<file path="src/rtl/enoc_route_calc_wh_if.sv">
// Flit-side handshake between the input FIFO / switch allocator and the route calculator.
// The slave modport is the route calculator's view; the master modport is the driver's view.
interface enoc_route_calc_wh_if #(
    parameter int unsigned XW = 2,
    parameter int unsigned YW = 2
);
    logic          i_val;
    logic          i_head;
    logic          i_tail;
    logic [XW-1:0] i_x_dest;
    logic [YW-1:0] i_y_dest;
    logic          i_ack;
    logic [0:4]    i_credit_avail;
    logic [0:4]    o_output_req;
    logic          o_busy;
    logic          o_err;

    modport slave (
        input  i_val,
        input  i_head,
        input  i_tail,
        input  i_x_dest,
        input  i_y_dest,
        input  i_ack,
        input  i_credit_avail,
        output o_output_req,
        output o_busy,
        output o_err
    );

    modport master (
        output i_val,
        output i_head,
        output i_tail,
        output i_x_dest,
        output i_y_dest,
        output i_ack,
        output i_credit_avail,
        input  o_output_req,
        input  o_busy,
        input  o_err
    );
endinterface

</file>
<file path="src/rtl/enoc_route_calc_wh.sv">
// Wormhole route calculator: routes each packet once from its head flit (mesh DOR, torus
// shortest-path DOR, or west-first adaptive) and holds that port until the tail is accepted.
module enoc_route_calc_wh #(
    parameter int unsigned X_NODES  = 4,
    parameter int unsigned Y_NODES  = 4,
    parameter int unsigned X_LOC    = 0,
    parameter int unsigned Y_LOC    = 0,
    parameter int unsigned TORUS    = 0,
    parameter int unsigned ADAPTIVE = 0
) (
    input logic                  clk,
    input logic                  reset_n,
    enoc_route_calc_wh_if.slave  bus
);
    localparam int unsigned XW = (X_NODES > 2) ? $clog2(X_NODES) : 1;
    localparam int unsigned YW = (Y_NODES > 2) ? $clog2(Y_NODES) : 1;

    // One extra bit so node counts and wrap sums are exact.
    localparam logic [XW:0] XN = X_NODES[XW:0];
    localparam logic [YW:0] YN = Y_NODES[YW:0];
    localparam logic [XW:0] XL = X_LOC[XW:0];
    localparam logic [YW:0] YL = Y_LOC[YW:0];

    localparam bit AdaptEn = (ADAPTIVE != 0) && (TORUS == 0);

    localparam logic [0:4] PortC = 5'b10000;
    localparam logic [0:4] PortN = 5'b01000;
    localparam logic [0:4] PortE = 5'b00100;
    localparam logic [0:4] PortS = 5'b00010;
    localparam logic [0:4] PortW = 5'b00001;

    typedef enum logic [0:0] {StIdle, StLocked} state_e;

    state_e     state_q, state_d;
    logic [0:4] route_q, route_d;
    logic       err_q, err_d;

    logic [XW:0] x_dest, x_dpos;
    logic [YW:0] y_dest, y_dpos;
    logic        x_off, x_pos, y_off, y_pos, dest_oor;
    logic [0:4]  x_port, y_port, route_calc;

    assign x_dest = {1'b0, bus.i_x_dest};
    assign y_dest = {1'b0, bus.i_y_dest};

    always_comb begin
        x_dpos   = '0;
        y_dpos   = '0;
        dest_oor = (x_dest >= XN) || (y_dest >= YN);
        if (TORUS != 0) begin
            // Positive-direction hop count modulo N; ties go positive.
            x_dpos = (x_dest >= XL) ? (x_dest - XL) : (x_dest + XN - XL);
            y_dpos = (y_dest >= YL) ? (y_dest - YL) : (y_dest + YN - YL);
            x_off  = (x_dpos != '0);
            y_off  = (y_dpos != '0);
            x_pos  = (x_dpos <= (XN - x_dpos));
            y_pos  = (y_dpos <= (YN - y_dpos));
        end else begin
            x_off = (x_dest != XL);
            y_off = (y_dest != YL);
            x_pos = (x_dest > XL);
            y_pos = (y_dest > YL);
        end
        x_port = x_pos ? PortE : PortW;
        y_port = y_pos ? PortN : PortS;

        route_calc = PortC;
        if (dest_oor) begin
            route_calc = PortC;
        end else if (AdaptEn && x_off && x_pos && y_off) begin
            // Take the y hop only when it alone has credit; otherwise prefer east.
            route_calc = ((|(y_port & bus.i_credit_avail)) && !bus.i_credit_avail[2]) ?
                         y_port : PortE;
        end else if (x_off) begin
            route_calc = x_port;
        end else if (y_off) begin
            route_calc = y_port;
        end
    end

    always_ff @(posedge clk or negedge reset_n) begin
        if (!reset_n) begin
            state_q <= StIdle;
            route_q <= '0;
            err_q   <= 1'b0;
        end else begin
            state_q <= state_d;
            route_q <= route_d;
            err_q   <= err_d;
        end
    end

    always_comb begin
        state_d = state_q;
        route_d = route_q;
        err_d   = err_q;
        unique case (state_q)
            StIdle: begin
                if (bus.i_val && bus.i_head) begin
                    route_d = route_calc;
                    state_d = StLocked;
                    if (dest_oor) begin
                        err_d = 1'b1;
                    end
                end else if (bus.i_val) begin
                    err_d = 1'b1;
                end
            end
            StLocked: begin
                if (bus.i_val && bus.i_head) begin
                    err_d = 1'b1;
                end
                if (bus.i_val && bus.i_ack && bus.i_tail) begin
                    state_d = StIdle;
                end
            end
            default: state_d = StIdle;
        endcase
    end

    always_comb begin
        bus.o_busy       = (state_q == StLocked);
        bus.o_output_req = ((state_q == StLocked) && bus.i_val) ? route_q : 5'b00000;
        bus.o_err        = err_q;
    end
endmodule

</file>
<file path="src/flat_wrapper.sv">
// flat-port wrapper written by rule: the top's interface ports become plain ports
module enoc_route_calc_wh_flat 
#(
    parameter int unsigned X_NODES  = 4,
    parameter int unsigned Y_NODES  = 4,
    parameter int unsigned X_LOC    = 0,
    parameter int unsigned Y_LOC    = 0,
    parameter int unsigned TORUS    = 0,
    parameter int unsigned ADAPTIVE = 0
)
  (clk, reset_n, bus_i_val, bus_i_head, bus_i_tail, bus_i_x_dest, bus_i_y_dest, bus_i_ack, bus_i_credit_avail, bus_o_output_req, bus_o_busy, bus_o_err);
  enoc_route_calc_wh_if #(.XW(2), .YW(2)) bus_i ();
  input logic clk;
  input logic reset_n;
  input wire logic [$bits(bus_i.i_val)-1:0] bus_i_val;
  input wire logic [$bits(bus_i.i_head)-1:0] bus_i_head;
  input wire logic [$bits(bus_i.i_tail)-1:0] bus_i_tail;
  input wire logic [$bits(bus_i.i_x_dest)-1:0] bus_i_x_dest;
  input wire logic [$bits(bus_i.i_y_dest)-1:0] bus_i_y_dest;
  input wire logic [$bits(bus_i.i_ack)-1:0] bus_i_ack;
  input wire logic [$bits(bus_i.i_credit_avail)-1:0] bus_i_credit_avail;
  output wire logic [$bits(bus_i.o_output_req)-1:0] bus_o_output_req;
  output wire logic [$bits(bus_i.o_busy)-1:0] bus_o_busy;
  output wire logic [$bits(bus_i.o_err)-1:0] bus_o_err;
  assign bus_i.i_val = bus_i_val;
  assign bus_i.i_head = bus_i_head;
  assign bus_i.i_tail = bus_i_tail;
  assign bus_i.i_x_dest = bus_i_x_dest;
  assign bus_i.i_y_dest = bus_i_y_dest;
  assign bus_i.i_ack = bus_i_ack;
  assign bus_i.i_credit_avail = bus_i_credit_avail;
  assign bus_o_output_req = bus_i.o_output_req;
  assign bus_o_busy = bus_i.o_busy;
  assign bus_o_err = bus_i.o_err;
  enoc_route_calc_wh #(.X_NODES(X_NODES), .Y_NODES(Y_NODES), .X_LOC(X_LOC), .Y_LOC(Y_LOC), .TORUS(TORUS), .ADAPTIVE(ADAPTIVE)) u_core (.clk(clk), .reset_n(reset_n), .bus(bus_i));
endmodule
</file>
<file path="config.mk">
export PLATFORM = sky130hd
export DESIGN_NAME = enoc_route_calc_wh_flat
export DESIGN_NICKNAME = d
export VERILOG_FILES = /design/src/rtl/enoc_route_calc_wh_if.sv /design/src/rtl/enoc_route_calc_wh.sv /design/src/flat_wrapper.sv
export SDC_FILE = /design/constraint.sdc
export NUM_CORES = 1
export LEC_CHECK = 0
export ABC_CLOCK_PERIOD_IN_PS = 3700
export CAP_MARGIN = 20
export CORE_AREA = 5 5 42 44
export DETAILED_ROUTE_END_ITERATION = 7
export DIE_AREA = 0 0 47 49
export PLACE_DENSITY = 0.53
export SYNTH_ARGS = -nofsm -noshare
export SYNTH_HDL_FRONTEND = slang
export SYNTH_SLANG_ARGS = --single-unit
</file>
<file path="constraint.sdc">
create_clock -name clk -period 3.7 [get_ports clk]
set_clock_uncertainty 0.1 [all_clocks]
set_input_delay 1.11 -clock clk [delete_from_list [all_inputs] [get_ports clk]]
set_output_delay 1.11 -clock clk [all_outputs]
set_load 0.005 [all_outputs]
</file>
==> qor.log, run 1 <==
INFO  setup_path     reg2regPathDepth=4
INFO  drt            route.detailed.drc=0
INFO  setup_path     crit_start=bus_i_val
INFO  setup_path     path_class=in -> out
INFO  cts            clk_latency=230ps
INFO  global_routing grt_remaining_overflow=0
INFO  final_layout   fin_util=0.321
INFO  global_routing antenna_found_initial=0
INFO  drt            viasPerCell=3.84
INFO  hold_path      worstHoldPathType=reg -> reg
INFO  pwr            int_pwr=0.131mW
INFO  global_routing first_pass_grt_wire_length=862um
INFO  yosys          ys_seq_area_frac=0.467
INFO  setup_path     cp_max_fo=4
INFO  final_layout   instances_no_fill=61
INFO  drt            detailedRoute.firstPassIterationCount=2
INFO  yosys          synth_async_sr_flop_share=1.00
INFO  pwr            clock_power_share=0.349
INFO  floorplanning  chipWidth=47um
INFO  drt            route.detailed.wl_per_inst=9.25um
INFO  yosys          post_synth.cell_area_avg=9.92um^2
INFO  cts            clock_tree.buffer_depth=2
INFO  cts            post_cts_buffers=0
INFO  pwr            powerDensity=379nW/um^2
INFO  cts            cts_hold_buf=0
INFO  yosys          postSynth.topFlopCell=sky130_fd_sc_hd__dfrtp_1
INFO  setup_path     worstPathArrival=2270ps
INFO  timing         rsz0062_at_grt=false
INFO  yosys          synth.distinct_cells=16
INFO  final_layout   area_added_between_synthesis_and_finish=68.2%
INFO  place          placement.io_buffers=14
INFO  final_layout   antenna_cells_inserted=0
INFO  cts            h_tree_levels=1
INFO  final_layout   fin_nets=62
INFO  place          gp_congestion=0.577
INFO  final_layout   layout.cells.most_common=sky130_fd_sc_hd__clkdlybuf4s50_1
INFO  drt            wirelength=564um
INFO  floorplanning  die_y=49um
INFO  timing         timing_hold_violations_final=0
INFO  pwr            post-layout-total-power=0.171mW
INFO  final_layout   post_route_cells_drive_above_1_share=0.133
INFO  run_status     outcome=finished, final reports clean
INFO  setup_path     critical_path.reg2reg.startpoint=u_core.bus.o_busy$_DFF_PN0_
INFO  timing         drv_slew=0
INFO  setup_path     timing.critical_path.from_type=input port
INFO  pwr            power.leakage=0.202nW
INFO  pwr            power.share.sequential=0.404
INFO  final_layout   filler_cells=161
INFO  timing         final-setup-viol-count=0
INFO  yosys          syn-instance-count=27
INFO  cts            postCtsResizedCells=0
INFO  place          placed_cells_incl_taps=57
INFO  floorplanning  placementRows=14
INFO  global_routing grt.total_usage=0.0523
INFO  final_layout   ff_latch_area=125um^2
INFO  timing         fin_setup_tns=0ps
INFO  pwr            p_sw_frac=0.232
INFO  drt            detailedRoute.firstIterationViolations=3
INFO  yosys          synth_warnings=0
INFO  floorplanning  design.portCount=22
INFO  drt            detail-route-antenna-nets=0
INFO  final_layout   layout.cells.most_common_list=14 x sky130_fd_sc_hd__clkdlybuf4s50_1, 5 x sky130_fd_sc_hd__dfrtp_1, 3 x sky130_fd_sc_hd__and3_1, 3 x sky130_fd_sc_hd__nor2_1, 3 x sky130_fd_sc_hd__clkbuf_4
INFO  timing         post-route-min-period=3480ps
INFO  setup_path     timing.critical_path.required=2490ps
INFO  pwr            ir_worst_vdd=119uV
INFO  yosys          yosys.area.top_type=sky130_fd_sc_hd__dfrtp_1
INFO  timing         maximum_achievable_frequency=288MHz
INFO  flow_run       maxCapViolCount=0
INFO  yosys          synth_enable_flop_cells=0
INFO  yosys          synth.top_cells.by_area=sky130_fd_sc_hd__dfrtp_1 47%, sky130_fd_sc_hd__and3_1 7.0%, sky130_fd_sc_hd__o41ai_2 6.1%, sky130_fd_sc_hd__buf_4 5.6%, sky130_fd_sc_hd__ha_1 4.7%
INFO  global_routing grt_pass1_vias=218
INFO  yosys          syn_area=268um^2
INFO  timing         final.period_utilization=0.940
INFO  floorplanning  initial_utilization=0.191
INFO  hold_path      hold-path-cell-count=1
INFO  cts            cts.reportedPaths.clkPinSlew=40ps
INFO  cts            cts_root_buf=sky130_fd_sc_hd__clkbuf_4
INFO  hold_path      hold_path_startpoint=u_core.bus.o_err$_DFFE_PN0P_
INFO  timing         final.hold.worst_slack=361ps
INFO  cts            numCtsBuffers=3
INFO  global_routing grt_max_degree=9
INFO  final_layout   multi_input_comb_area=124um^2
INFO  cts            cts_num_sinks=5
INFO  pwr            part_of_the_power_in_combinational_logic=0.247
INFO  setup_path     critical_path.endpoint_type=output port
INFO  floorplanning  dieArea=2300um^2
INFO  cts            tritoncts_clock_tree=yes
INFO  yosys          yosys_register_bits=5
INFO  yosys          synth_top_area_share=0.467
INFO  pwr            net-switching-power=0.0396mW
INFO  drt            num_vias=234
INFO  floorplanning  design.core.area=1400um^2
[metrics by stage]
| stage | setup WS, ps | area [um^2] |
|---|---|---|
| 2_1_floorplan | 1230 | 272 |
| 3_3_place_gp | 218 | 424 |
| 3_5_place_dp | 222 | 424 |
| 4_1_cts | 222 | 450 |
| 5_1_grt | 167 | 450 |
| 6_report | 223 | 450 |
[power groups by stage]
stage	combinational, mW	clock (mW)	sequential [mW]
2_1_floorplan	0.0194	0	0.0682
3_3_place_gp	0.0427	0	0.0696
3_5_place_dp	0.0431	0	0.0698
4_1_cts	0.0432	0.0635	0.0691
5_1_grt	0.0463	0.0663	0.0703
6_report	0.0421	0.0596	0.0690
[cells by family (layout without fill, tap and decap cells)]
kind of cell	count (synthesis)	in the layout	share of synthesized area
adders and majority gates	1	1	0.0467
AOI/OAI and AO/OA	6	6	0.182
and+or+nand+nor	10	10	0.206
other	1	2	0.0140
DFF	5	5	0.467
buffers and inverters	4	21	0.0841
[synth_stat cells, types with 2 or more instances]
master	count
sky130_fd_sc_hd__dfrtp_1	5
sky130_fd_sc_hd__and3_1	3
sky130_fd_sc_hd__nor2_1	3
sky130_fd_sc_hd__a21oi_1	2
sky130_fd_sc_hd__buf_4	2
sky130_fd_sc_hd__nand2b_1	2
[worst max-delay path, cell delays in order]
cell	delay [ps]
sky130_fd_sc_hd__clkdlybuf4s50_1	510
sky130_fd_sc_hd__and3_1	160
sky130_fd_sc_hd__clkdlybuf4s50_1	490
[final timing paths]
| path | end | slack (ps) |
|---|---|---|
| worst max-delay path | bus_o_output_req[4] | 220 |
| worst min-delay path | u_core.bus.o_err$_DFFE_PN0P_ | 360 |
| worst max register to register | u_core.route_q[1]$_DFFE_PN0P_ | 2360 |
| worst min register to register | u_core.bus.o_err$_DFFE_PN0P_ | 360 |
| max in group asynchronous | u_core.bus.o_busy$_DFF_PN0_ | 2320 |
| min in group asynchronous | u_core.route_q[1]$_DFFE_PN0P_ | 990 |
[area by class of cell]
type                       count  area share
tap                           16      0.0444
timing repair buffer          15       0.328
sequential                     5       0.278
multi-input combinational     19       0.275
clock buffer                   4      0.0583
inverter                       2      0.0167
[flip-flops by register name, indices dropped and copies added, names as in the netlist]
signal / flops
u_core.bus.o_busy: 1
u_core.route_q: 3
u_core.bus.o_err: 1
[layer usage]
metal | vias to the layer above | GRT usage | wire length (um)
met5 | - | 0 | 0
met4 | 0 | 0.0415 | 0
met3 | 0 | 0.0221 | 39
met2 | 5 | 0.0747 | 307
met1 | 104 | 0.0578 | 218
li1 | 125 | - | -
Power figures use the tool's default switching activity.
==> run 2, diff against run 1 <==
Settings changed: CAP_MARGIN 20 to default.
==> results of run 2 <==
Final layout, timing and power as in run 1 (identical DEF).
